### src/rtl/mux_nx1_scan.sv
// N-channel registered mux with manual select and auto-scan (per-channel dwell).
// Optional build macro MUX_CHANNEL_MASK_EN adds a chan_mask input that skips disabled channels.

// Per-channel gate: passes its channel only when the select points at it.
module mux_nx1_scan_lane #(
  parameter int WIDTH = 4,
  parameter int SEL_W = 2,
  parameter int IDX   = 0
) (
  input  logic [SEL_W-1:0] sel_i,
  input  logic [WIDTH-1:0] data_i,
  output logic [WIDTH-1:0] data_o
);
  assign data_o = (sel_i == SEL_W'(IDX)) ? data_i : '0;
endmodule

module mux_nx1_scan #(
  parameter int WIDTH    = 4,
  parameter int CHANNELS = 4,
  parameter int SEL_W    = 2,
  parameter int DWELL    = 4
) (
  input  logic                      clk,
  input  logic                      rst,
  input  logic [CHANNELS*WIDTH-1:0] in_bus,
  input  logic                      en,
  input  logic                      mode,
  input  logic                      load,
  input  logic [SEL_W-1:0]          sel_in,
`ifdef MUX_CHANNEL_MASK_EN
  input  logic [CHANNELS-1:0]       chan_mask,
`endif
  output logic [WIDTH-1:0]          mux_out,
  output logic [SEL_W-1:0]          cur_sel,
  output logic                      valid,
  output logic                      wrap
);

  localparam int CNT_W = (DWELL > 1) ? $clog2(DWELL) : 1;

  typedef enum logic [1:0] {S_IDLE, S_MANUAL, S_SCAN} state_e;

  state_e                           state_q, state_d;
  logic [SEL_W-1:0]                 sel_q, sel_d;
  logic [CNT_W-1:0]                 cnt_q, cnt_d;
  logic [WIDTH-1:0]                 out_q, out_d;
  logic                             valid_q, valid_d;
  logic                             wrap_q, wrap_d;

  logic [CHANNELS-1:0]              mask_w;
  logic [CHANNELS-1:0][WIDTH-1:0]   ch;
  logic [CHANNELS-1:0][WIDTH-1:0]   lane_out;
  logic [WIDTH-1:0]                 pick;
  logic                             load_ok, any_en, upd_out;
  logic                             hi_found, adv_wrap;
  logic [SEL_W-1:0]                 hi_sel, lo_sel, adv_sel;

`ifdef MUX_CHANNEL_MASK_EN
  assign mask_w = chan_mask;
`else
  assign mask_w = '1;
`endif

  assign ch     = in_bus;
  assign any_en = |mask_w;

  // A load counts only if it names an existing, enabled channel.
  always_comb begin
    load_ok = 1'b0;
    for (int i = 0; i < CHANNELS; i++)
      if (load && (sel_in == SEL_W'(i)) && mask_w[i]) load_ok = 1'b1;
  end

  // Circular search for the next enabled channel after sel_q; descending scan
  // leaves the lowest qualifying index in hi_sel / lo_sel.
  always_comb begin
    hi_found = 1'b0;
    hi_sel   = '0;
    lo_sel   = sel_q;
    for (int i = CHANNELS-1; i >= 0; i--) begin
      if (mask_w[i]) begin
        lo_sel = SEL_W'(i);
        if (SEL_W'(i) > sel_q) begin
          hi_sel   = SEL_W'(i);
          hi_found = 1'b1;
        end
      end
    end
    adv_sel  = hi_found ? hi_sel : lo_sel;
    adv_wrap = !hi_found;
  end

  // State register
  always_ff @(posedge clk) begin
    if (rst) state_q <= S_IDLE;
    else     state_q <= state_d;
  end

  // Next state: mode of operation follows en/mode sampled at each edge
  always_comb begin
    if (!en)       state_d = S_IDLE;
    else if (!mode) state_d = S_MANUAL;
    else           state_d = S_SCAN;
  end

  // Output / datapath next-state; counter is zero whenever we are not scanning,
  // which also gives a fresh dwell on every entry into SCAN.
  always_comb begin
    sel_d   = sel_q;
    cnt_d   = '0;
    valid_d = 1'b0;
    wrap_d  = 1'b0;
    upd_out = 1'b0;
    unique case (state_d)
      S_MANUAL: begin
        if (load_ok) sel_d = sel_in;
        valid_d = 1'b1;
        upd_out = 1'b1;
      end
      S_SCAN: begin
        if (!any_en) begin
          sel_d = sel_q;
        end else if (load_ok) begin
          sel_d   = sel_in;
          valid_d = 1'b1;
          upd_out = 1'b1;
        end else if (state_q != S_SCAN) begin
          valid_d = 1'b1;
          upd_out = 1'b1;
        end else if (cnt_q == CNT_W'(DWELL-1)) begin
          sel_d   = adv_sel;
          wrap_d  = adv_wrap;
          valid_d = 1'b1;
          upd_out = 1'b1;
        end else begin
          cnt_d   = cnt_q + 1'b1;
          valid_d = 1'b1;
          upd_out = 1'b1;
        end
      end
      default: ;
    endcase
  end

  for (genvar g = 0; g < CHANNELS; g++) begin : g_lane
    mux_nx1_scan_lane #(.WIDTH(WIDTH), .SEL_W(SEL_W), .IDX(g)) u_lane (
      .sel_i  (sel_d),
      .data_i (ch[g]),
      .data_o (lane_out[g])
    );
  end

  always_comb begin
    pick = '0;
    for (int i = 0; i < CHANNELS; i++) pick = pick | lane_out[i];
  end

  assign out_d = upd_out ? pick : out_q;

  always_ff @(posedge clk) begin
    if (rst) begin
      sel_q   <= '0;
      cnt_q   <= '0;
      out_q   <= '0;
      valid_q <= 1'b0;
      wrap_q  <= 1'b0;
    end else begin
      sel_q   <= sel_d;
      cnt_q   <= cnt_d;
      out_q   <= out_d;
      valid_q <= valid_d;
      wrap_q  <= wrap_d;
    end
  end

  assign mux_out = out_q;
  assign cur_sel = sel_q;
  assign valid   = valid_q;
  assign wrap    = wrap_q;

endmodule

### config.mk
export PLATFORM = sky130hd
export DESIGN_NAME = mux_nx1_scan
export DESIGN_NICKNAME = d
export VERILOG_FILES = /design/src/rtl/mux_nx1_scan.sv
export SDC_FILE = /design/constraint.sdc
export NUM_CORES = 1
export LEC_CHECK = 0
export BUFFER_PORTS_ARGS = -buffer_cell sky130_fd_sc_hd__buf_2
export CAP_MARGIN = 30
export CORE_MARGIN = 5
export CORE_UTILIZATION = 50
export CTS_CLUSTER_SIZE = 14
export DETAILED_ROUTE_END_ITERATION = 10
export PLACE_DENSITY = 0.82
export SLEW_MARGIN = 20
export SYNTH_ARGS = -nofsm -noshare
export SYNTH_HDL_FRONTEND = slang
export SYNTH_HIERARCHICAL = 1
export SYNTH_SLANG_ARGS = --single-unit
export TNS_END_PERCENT = 100
### constraint.sdc
create_clock -name clk -period 7.3 [get_ports clk]
set_input_delay 1.46 -clock clk [delete_from_list [all_inputs] [get_ports clk]]
set_output_delay 1.46 -clock clk [all_outputs]
set_load 0.01 [all_outputs]
==> results of run 1 <==
[layout make-up]
type | count | area, µm²
Clock buffer | 4 | 36.28
Fill cell | 125 | 536.8
Inverter | 2 | 7.507
Multi-Input combinational cell | 65 | 493.0
Sequential cell | 12 | 240.2
Tap cell | 16 | 20.02
Timing Repair Buffer | 31 | 155.1
[metrics by stage]
step | hold WS, ns | util, %
after detailed placement | 0.4230 | 61.51
after global placement | 0.4125 | 60.84
after floorplan | 0.4043 | -
after global routing | 0.4706 | 63.95
after CTS | 0.4349 | 63.95
final | 0.4308 | 63.95
[power by group]
| part | switching, µW | leakage [µW] | internal [µW] |
|---|---|---|---|
| clock network | 23.6 | 0.0000210 | 30.3 |
| logic | 20.0 | 0.000340 | 18.9 |
| registers | 2.49 | 0.0000986 | 69.1 |
[metal layers]
metal / track usage, % / vias to the layer above
met2: 27.04 / 20
met1: 17.96 / 338
li1: - / 381
met3: 3.670 / 4
met4: 8.520 / 0
met5: 0 / -
[kinds of logic (layout without fill, tap and decap cells)]
logic type,count (synthesis),in the layout,synth area share [%]
AO/OA/AOI/OAI,15,15,16.18
adder cells (fa/ha/maj),4,4,6.473
buffers and inverters,6,37,5.826
flip-flops,12,12,31.07
AND/OR/NAND/NOR,46,46,40.45
[synthesized netlist by cell type, drive strengths merged (3+ instances only)]
library cell  count  share of area (%)
nand3             3                1.9
nor3b             5                4.9
nor2b             3                2.4
ha                4                6.5
nor4              4                3.2
nand2             3                1.5
and3b             8                9.1
buf               3                3.9
and3              4                3.2
dfxtp            12                 31
nor2              6                2.9
a211oi            5                4.9
[cells in the final DEF, fill, tap and decap left out, drive strengths merged]
cell type  instances
inv                2
a22o               1
dfxtp             12
o22ai              1
and3               4
and2b              1
nand2              3
ha                 4
nor4b              1
nor2b              3
buf               31
nor3b              5
nor2               6
nor3               1
nor4               4
a221oi             1
and4b              1
o31ai              2
and2               1
o21ai              1
o21bai             2
nand3b             1
o221a              2
a211oi             5
nand3              3
or3                1
and3b              8
nor4bb             1
or3b               2
clkbuf             4
[registers in the layout, summed over array words and instances (netlist names)]
| register | count |
|---|---|
| cnt_q | 2 |
| wrap | 1 |
| state_q | 2 |
| valid | 1 |
| mux_out | 4 |
| cur_sel | 2 |
[critical path, stage by stage]
cell      delay [ns]
buf_2           0.20
nor2_1          0.06
a22o_1          0.26
o31ai_1         0.53
buf_2           0.30
and3b_1         0.20
nor4_1          0.24
a211oi_1        0.11
[how the worst max path moves through the flow]
stage | startpoint | endpoint | cells past startpoint
2_1_floorplan | load | mux_out[1]$_SDFFE_PP0N_ | 7
3_3_place_gp | load | mux_out[1]$_SDFFE_PP0N_ | 7
3_5_place_dp | load | mux_out[3]$_SDFFE_PP0N_ | 8
4_1_cts | load | mux_out[3]$_SDFFE_PP0N_ | 8
5_1_grt | load | mux_out[2]$_SDFFE_PP0N_ | 8
6_report | load | mux_out[3]$_SDFFE_PP0N_ | 8
==> impl_metrics.toml, run 1 <==
[die]
top_level_ports = 31
core_region_area_um2 = 1489
rows = 14
dieHeight_um = 49.33
die_width_um = 49.33
die-area_um2 = 2433
initial_utilization_pct = 51.93

[placed_design]
place_area_um2 = 915.9
numPlacedInstances = 126
dp_worst_setup_slack_ns = 3.830
gpl.final_weighted_congestion = 0.8232
hpwl_detailed_mm = 1.386
port_buffers = 30

[grt]
antenna_found_initial = 0
grt_max_degree = 18
grt_first_pass_wirelength_mm = 3.111
first_global_vias = 752
grt_usage_pct = 15.89
grt_overflow = 0

[logic_synthesis]
netlist_instances = 83
synth-edff-count = 0
cell_area_after_synthesis_um2 = 773.2
mappedNetlistNets = 110
synth_flop_cell = "dfxtp_1"
count_of_cell_types_in_the_netlist = 31
synth_async_sr_flop_share_pct = 0
ys_seq_elements = 12
yosysWarnings = 6
average_footprint_of_a_synthesized_cell_um2 = 9.316
seq_area_frac_synth_pct = 31.07

[clock_tree]
clk_root_buffer_cell = "clkbuf_4"
postCtsResizedCells = 0
ctsLongestPathBuffers = 2
tritoncts_clock_tree = "done"
clock-sinks = 12
clkLatencyLatePin_ns = 0.28
holdBufCountCts = 0
htree_levels = 1
cts_setup_buffers = 0
cts-buffers-inserted = 3
clock_slew_at_the_register_clock_pins_of_the_worst_setup_and_hold_paths_ns = 0.08

[pwr]
leakage_uw = 0.0004596
powerDensity_nw_per_um2 = 172.6
total_power_uw = 164.4
ir_worst_vdd_mv = 0.1046

[drt]
viasPerCell = 5.715
wire_per_inst_um = 13.75
initial_drt_markers = 3
routed_wl_mm = 1.787
routed_wl_met2_um = 890
route.detailed.drc = 0
drtPass1Iterations = 4
antenna_violating_nets_post_route = 0
met3WireLength_um = 85
dr_total_vias = 743
m1WireLength_um = 779
top_layer = "met4"

[setup_path]
critical_path.startpoint_type = "input port"
r2r_cells = 8
path_class = "in2reg"
critPathMaxFanout = 12
worstSetupEndpointType = "flop"
reg_to_reg_setup_timing_slack_ns = 4.68
cp_data_arrival_time_ns = 3.35
cp_data_required_time_ns = 7.45
worst_r2r_endpoint = "mux_out[3]$_SDFFE_PP0N_"
r2r_start = "cur_sel[0]$_SDFF_PP0_"

[outcome]
status = "completed"

[sta]
final-hold-violation-count = 0
finClkSkew_ns = 0.007025
slew_violations = 0
min_period_over_period_pct = 43.90
fin_ws_ns = 4.095
unrepaired_setup_endpoints_after_global_routing = "no"
final.min_clock_period_ns = 3.205
fmax_mhz = 312.1
setup_viol_count_final = 0
worst_slew_margin_rel_pct = 42.46
tightest_slew_ns = 0.8579
setup_total_negative_slack_ns = 0

[layout]
insertedDiodeCount = 0
stdcell_count = 130
syn2layout_area_growth_pct = 23.14
layout-drive-gt1-share_pct = 36.84
design.final.nets = 142
stdcell_area_um2 = 952.2

[worst_hold_path]
hold_path.startpoint = "cnt_q[0]$_SDFF_PP0_"
hold_path.class = "reg2reg"
worstHoldPathCells = 1
worstHoldEndpoint = "cnt_q[0]$_SDFF_PP0_"

[run]
drv_cap = 0
Power figures use the tool's default switching activity.
==> run 2, diff against run 1 <==
- ABC_AREA: not set -> 1
- CORE_UTILIZATION: 50 -> 46
- PLACE_DENSITY: 0.82 -> 0.77
- clock period: 7.3 -> 3 ns (I/O delays scaled with it)
==> run 2 against run 1 <==
Net effect: global-route usage decreased by 0.98 points; clock power increased by 140%; setup slack got worse by 3.0 ns; power increased by 140%; die area increased by 5.9%; sequential share of layout area decreased by 0.20 points; cell count increased by 33%; non-clock buffer count decreased by 1; wire length decreased by 6.2%; sequential power increased by 140%.
==> impl_metrics.toml, run 2 <==
[setup_path]
critical-path-slowest-cell = "dfxtp_1"
worst_r2r_endpoint = "mux_out[0]$_SDFFE_PP0N_"
path_class = "reg2reg"
critPathMaxStageDelay_ns = 0.38
r2r_cells = 15
cp_data_arrival_time_ns = 2.10
worstSetupEndpointType = "flop"
critical_path.startpoint_type = "flop"
r2r_start = "cur_sel[1]$_SDFF_PP0_"
critPathMaxFanout = 4
crit_top_cell = "inv_1"
worstPathCellList = "inv_1 > ha_1 > nand3_2 > o21ai_1 > nand2_1 > nand2_1 > nand2_2 > inv_1 > inv_1 > nand2_2 > nor2_1 > nor2_1 > nand3_1 > o211ai_1 > inv_1"
cp_data_required_time_ns = 3.17
reg_to_reg_setup_timing_slack_ns = 1.06

[worst_hold_path]
worstHoldPathCells = 1
worstHoldEndpoint = "cnt_q[0]$_SDFF_PP0_"
hold_path.class = "reg2reg"
hold_path.startpoint = "cnt_q[0]$_SDFF_PP0_"

[pwr]
total_power_uw = 389.9
power_switching_share_pct = 28.65
share_clk_of_total_power_pct = 32.7
leakage_uw = 0.0005774
powerDensity_nw_per_um2 = 406.2
p_seq_share_pct = 44.3
p_int_uw = 278.2
power.switching_uw = 111.7
ir_worst_vdd_mv = 0.2385
power_frac_comb_pct = 23.0

[logic_synthesis]
list_of_most_frequent_post_synthesis_cells = "33 x inv_1, 30 x nor2_1, 14 x nand2_1, 12 x dfxtp_1"
average_footprint_of_a_synthesized_cell_um2 = 6.165
most_common_cell_in_the_synthesized_netlist = "inv_1"
netlist.area_leader.share_pct = 31.42
yosysWarnings = 6
netlist_instances = 124
synth-edff-count = 0
synth_largest_area_cell = "dfxtp_1"
cell_area_after_synthesis_um2 = 764.5
synth.area.top_cells = "dfxtp_1 31%, inv_1 16%, nor2_1 15%"
synth_flop_cell = "dfxtp_1"
synth_async_sr_flop_share_pct = 0
seq_area_frac_synth_pct = 31.42
count_of_cell_types_in_the_netlist = 17
ys_seq_elements = 12
mappedNetlistNets = 151

[clock_tree]
clk_root_buffer_cell = "clkbuf_4"
clock-sinks = 12
htree_levels = 1
cts-buffers-inserted = 3
clock_slew_at_the_register_clock_pins_of_the_worst_setup_and_hold_paths_ns = 0.08
postCtsResizedCells = 0
ctsLongestPathBuffers = 2
tritoncts_clock_tree = "done"
clkLatencyLatePin_ns = 0.27
holdBufCountCts = 0
cts_setup_buffers = 0

[sta]
final.min_clock_period_ns = 1.938
setup_total_negative_slack_ns = 0
worst_slew_margin_rel_pct = 86.76
fmax_mhz = 516.0
min_period_over_period_pct = 64.59
unrepaired_setup_endpoints_after_global_routing = "no"
finClkSkew_ns = 0.004625
final-hold-violation-count = 0
setup_viol_count_final = 0
slew_violations = 0
tightest_slew_ns = 0.1970

[placed_design]
port_buffers = 30
gpl.final_weighted_congestion = 0.8413
hpwl_detailed_mm = 1.442
numPlacedInstances = 169
place_area_um2 = 923.4

[die]
core_region_area_um2 = 1541
die_width_um = 50.77
initial_utilization_pct = 49.59
dieHeight_um = 50.77
rows = 14
top_level_ports = 31
die-area_um2 = 2577

[grt]
grt_overflow = 0
first_global_vias = 768
grt_first_pass_wirelength_mm = 2.973
antenna_found_initial = 0
grt_max_degree = 12
grt_usage_pct = 14.92

[drt]
antenna_violating_nets_post_route = 0
wire_per_inst_um = 9.688
drtPass1Iterations = 4
route.detailed.drc = 0
routed_wl_mm = 1.676
initial_drt_markers = 10
viasPerCell = 4.717
dr_total_vias = 816

[layout]
layout-drive-gt1-share_pct = 27.39
design.final.nets = 185
stdcell_area_um2 = 959.7
mostFrequentLayoutCell = "inv_1"
insertedDiodeCount = 0
fin_util_pct = 62.26
syn2layout_area_growth_pct = 25.53
max_reg_flops = 4
stdcell_count = 173
most_frequent_cells_in_the_layout = "33 x inv_1, 30 x nor2_1, 30 x buf_2"

[outcome]
status = "completed"

[run]
drv_cap = 0
## run 2: cell count changes in the layout (fill, tap and decap cells not counted), sizes merged, moves of 3 or more
cell and change:
a211oi -5, a21oi +5, and3 -4, and3b -8
inv +31, nand2 +16, nand3 +3, nor2 +26
nor2b -3, nor3 +3, nor3b -5, nor4 -4
o21ai +4
## run 2: layout make-up
type / instances / area (µm²)
Inverter: 33 / 123.9
Multi-Input combinational cell: 78 / 389.1
Sequential cell: 12 / 240.2
Clock buffer: 4 / 36.28
Timing Repair Buffer: 30 / 150.1
Fill cell: 156 / 581.8
Tap cell: 16 / 20.02
## run 2: worst max-delay path, delay by kind of cell (launching register included)
kind | cells | cell delay, ns
fa+ha+maj | 1 | 0.32
flops | 1 | 0.38
buf+inv | 4 | 0.32
compound gates | 2 | 0.22
simple gates | 8 | 0.60
## run 2: cell families (layout without fill, tap and decap cells)
| kind of cell | after synthesis | count (layout) | share of synthesized area (%) |
|---|---|---|---|
| compound gates | 11 | 11 | 7.528 |
| flops | 12 | 12 | 31.42 |
| simple gates | 63 | 63 | 36.83 |
| buf+inv | 34 | 67 | 17.68 |
| fa+ha+maj | 4 | 4 | 6.547 |
## run 2: worst max path at each step
stage                           from                      end  cells past startpoint
2_1_floorplan  cur_sel[0]$_SDFF_PP0_  mux_out[0]$_SDFFE_PP0N_                     15
5_1_grt        cur_sel[1]$_SDFF_PP0_  mux_out[0]$_SDFFE_PP0N_                     15
3_3_place_gp                      en  mux_out[0]$_SDFFE_PP0N_                     14
6_report       cur_sel[1]$_SDFF_PP0_  mux_out[0]$_SDFFE_PP0N_                     15
3_5_place_dp                      en  mux_out[0]$_SDFFE_PP0N_                     14
4_1_cts        cur_sel[0]$_SDFF_PP0_  mux_out[2]$_SDFFE_PP0N_                     13
## run 2: power groups by stage
stage | sequential [µW] | clock, µW | combinational [µW]
5_1_grt | 174 | 143 | 103
4_1_cts | 172 | 134 | 90.4
6_report | 173 | 128 | 89.7
2_1_floorplan | 179 | 0 | 53.4
3_5_place_dp | 176 | 0 | 90.0
3_3_place_gp | 176 | 0 | 88.3
## run 2: routing by layer
metal | track usage, % | up-vias | wire length (µm) | share of wire [%]
met2 | 22.73 | 17 | 803 | 48
met3 | 6.509 | 2 | 108 | 6.4
met1 | 18.62 | 364 | 747 | 45
met5 | 0 | - | 0 | 0
li1 | - | 433 | - | -
met4 | 5.106 | 0 | 17 | 1.0
## run 2: per-stage QoR
step | setup WS, ns | hold WS [ns]
floorplan | 1.214 | 0.3962
global placement | 0.9735 | 0.4039
detailed placement | 0.9291 | 0.4145
CTS | 1.051 | 0.4253
global route | 0.8330 | 0.4467
finish | 1.062 | 0.4212
==> run 3, diff against run 2 <==
- clock period: 3 -> 1.9 ns (I/O delays scaled with it)
==> run 3 against run 2 <==
Net effect: largest cell class unchanged; register-to-register slack worse by 0.93 ns; hold slack worse by 0.084 ns; largest power group unchanged; critical path depth unchanged; clock skew up 0.0016 ns; power up 64%; global-route usage up 0.39 points; first-iteration DRC count rose to 2.7 times the previous value; sequential share of layout area down 0.81 points; design area up 5.5%.
==> impl_metrics.toml, run 3 (synthesized netlist as in run 2, its figures left out) <==
[setup_path]
cp_data_required_time_ns = 2.07
critPathMaxFanout = 4
critical_path.startpoint_type = "flop"
cp_data_arrival_time_ns = 1.93
path_class = "reg2reg"
worstSetupEndpointType = "flop"

[die]
top_level_ports = 31
die_width_um = 50.77
core_region_area_um2 = 1541
rows = 14
die-area_um2 = 2577
initial_utilization_pct = 49.59
dieHeight_um = 50.77

[clock_tree]
clk_root_buffer_cell = "clkbuf_4"
clkLatencyLatePin_ns = 0.28
ctsLongestPathBuffers = 2
cts-buffers-inserted = 3
clock_slew_at_the_register_clock_pins_of_the_worst_setup_and_hold_paths_ns = 0.08
clock-sinks = 12
tritoncts_clock_tree = "done"
holdBufCountCts = 0
htree_levels = 1

[layout]
design.final.nets = 188
insertedDiodeCount = 0
layout-drive-gt1-share_pct = 33.75
syn2layout_area_growth_pct = 32.41
stdcell_count = 176
final-seq-area_um2 = 245.2
most_frequent_cells_in_the_layout = "30 x nor2_1, 30 x buf_2, 29 x inv_1"
fin_util_pct = 65.67
multi_input_area_um2 = 409.1
stdcell_area_um2 = 1012
max_reg_flops = 4
num-fill-cells = 148

[grt]
grt_max_degree = 12
grt_most_used_layer = "met2"
grt_use_met3_pct = 3.550
groute.layer.met1.usage_pct = 18.69
grt_first_pass_wirelength_mm = 3.091
antenna_found_initial = 0
grt_usage_pct = 15.31
grt_overflow = 0
first_global_vias = 804
met2_usage_in_global_routing_pct = 25.41

[sta]
tightest_slew_ns = 0.1820
fin_hold_ws_ns = 0.3369
setup_viol_count_final = 0
finClkSkew_ns = 0.006183
worst_slew_margin_rel_pct = 87.82
unrepaired_setup_endpoints_after_global_routing = "no"
final-hold-violation-count = 0
fmax_mhz = 567.2
final.min_clock_period_ns = 1.763
slew_violations = 0
min_period_over_period_pct = 92.78

[drt]
viasPerCell = 4.670
routed_wl_mm = 1.785
wire_per_inst_um = 10.14
dr_total_vias = 822
route.detailed.drc = 0
antenna_violating_nets_post_route = 0
initial_drt_markers = 27
drtPass1Iterations = 4

[pwr]
ir_worst_vdd_mv = 0.3938
total_power_uw = 638.9
leakage_uw = 0.0005950
powerDensity_nw_per_um2 = 631.2

[placed_design]
numPlacedInstances = 171
hpwl_detailed_mm = 1.465
port_buffers = 30
gpl.final_weighted_congestion = 0.8317
place_area_um2 = 938.4

[outcome]
status = "completed"

[worst_hold_path]
hold_path.class = "in2reg"

[run]
drv_cap = 0
==> run 3: area by class of cell <==
type                            count  share of cell area [%]
Tap cell                           16                   1.978
Sequential cell                    12                   24.23
Clock buffer                        4                   3.585
Timing Repair Buffer               33                   17.06
Inverter                           33                   12.73
Multi-Input combinational cell     78                   40.42
==> run 3: report_power, final <==
part           switching, µW  internal, µW  leakage (µW)
Sequential              7.17           265     0.0000997
Clock                   90.5           117     0.0000210
Combinational           91.6          68.2      0.000474
Total                    189           450      0.000595
==> run 3: timing repair <==
action / 4_1_cts / 5_1_grt
cloned: 0 / 0
pin swaps: 0 / 6
setup endpoints to repair: 1 / 4
setup buffers: 0 / 1
resized for setup: 2 / 10
==> run 3: final timing paths <==
check | to | startpoint | cells after the start | slack [ns]
hold reg to reg | cnt_q[0]$_SDFF_PP0_ | cnt_q[0]$_SDFF_PP0_ | 1 | 0.43
hold / removal | state_q[0]$_SDFF_PP0_ | mode | 2 | 0.34
setup reg to reg | mux_out[0]$_SDFFE_PP0N_ | cur_sel[0]$_SDFF_PP0_ | 15 | 0.14
setup / recovery | mux_out[0]$_SDFFE_PP0N_ | cur_sel[0]$_SDFF_PP0_ | 15 | 0.14
==> run 3: through the flow <==
stage               setup TNS (ns)  setup WS (ns)
CTS                              0        0.05063
detailed placement        -0.02368       -0.02368
global placement                 0        0.06000
global route                     0       0.003198
finish                           0         0.1371
floorplan                        0         0.1143
==> run 3: critical path, cell delays in order, from the launching register on <==
cell      delay (ns)
dfxtp_4         0.37
inv_4           0.05
ha_4            0.26
nand3_2         0.06
o21ai_1         0.12
nand2_1         0.06
nand2_1         0.08
nand2_2         0.08
inv_4           0.08
inv_2           0.04
nand2_4         0.07
nor2_1          0.04
nor2_1          0.09
nand3_1         0.10
o211ai_1        0.10
inv_1           0.05
==> run 3: metal layers <==
| metal | wire length (µm) | vias to the layer above |
|---|---|---|
| met5 | 0 | - |
| met4 | 23 | 0 |
| met3 | 74 | 4 |
| met2 | 884 | 19 |
| met1 | 803 | 362 |
| li1 | - | 437 |
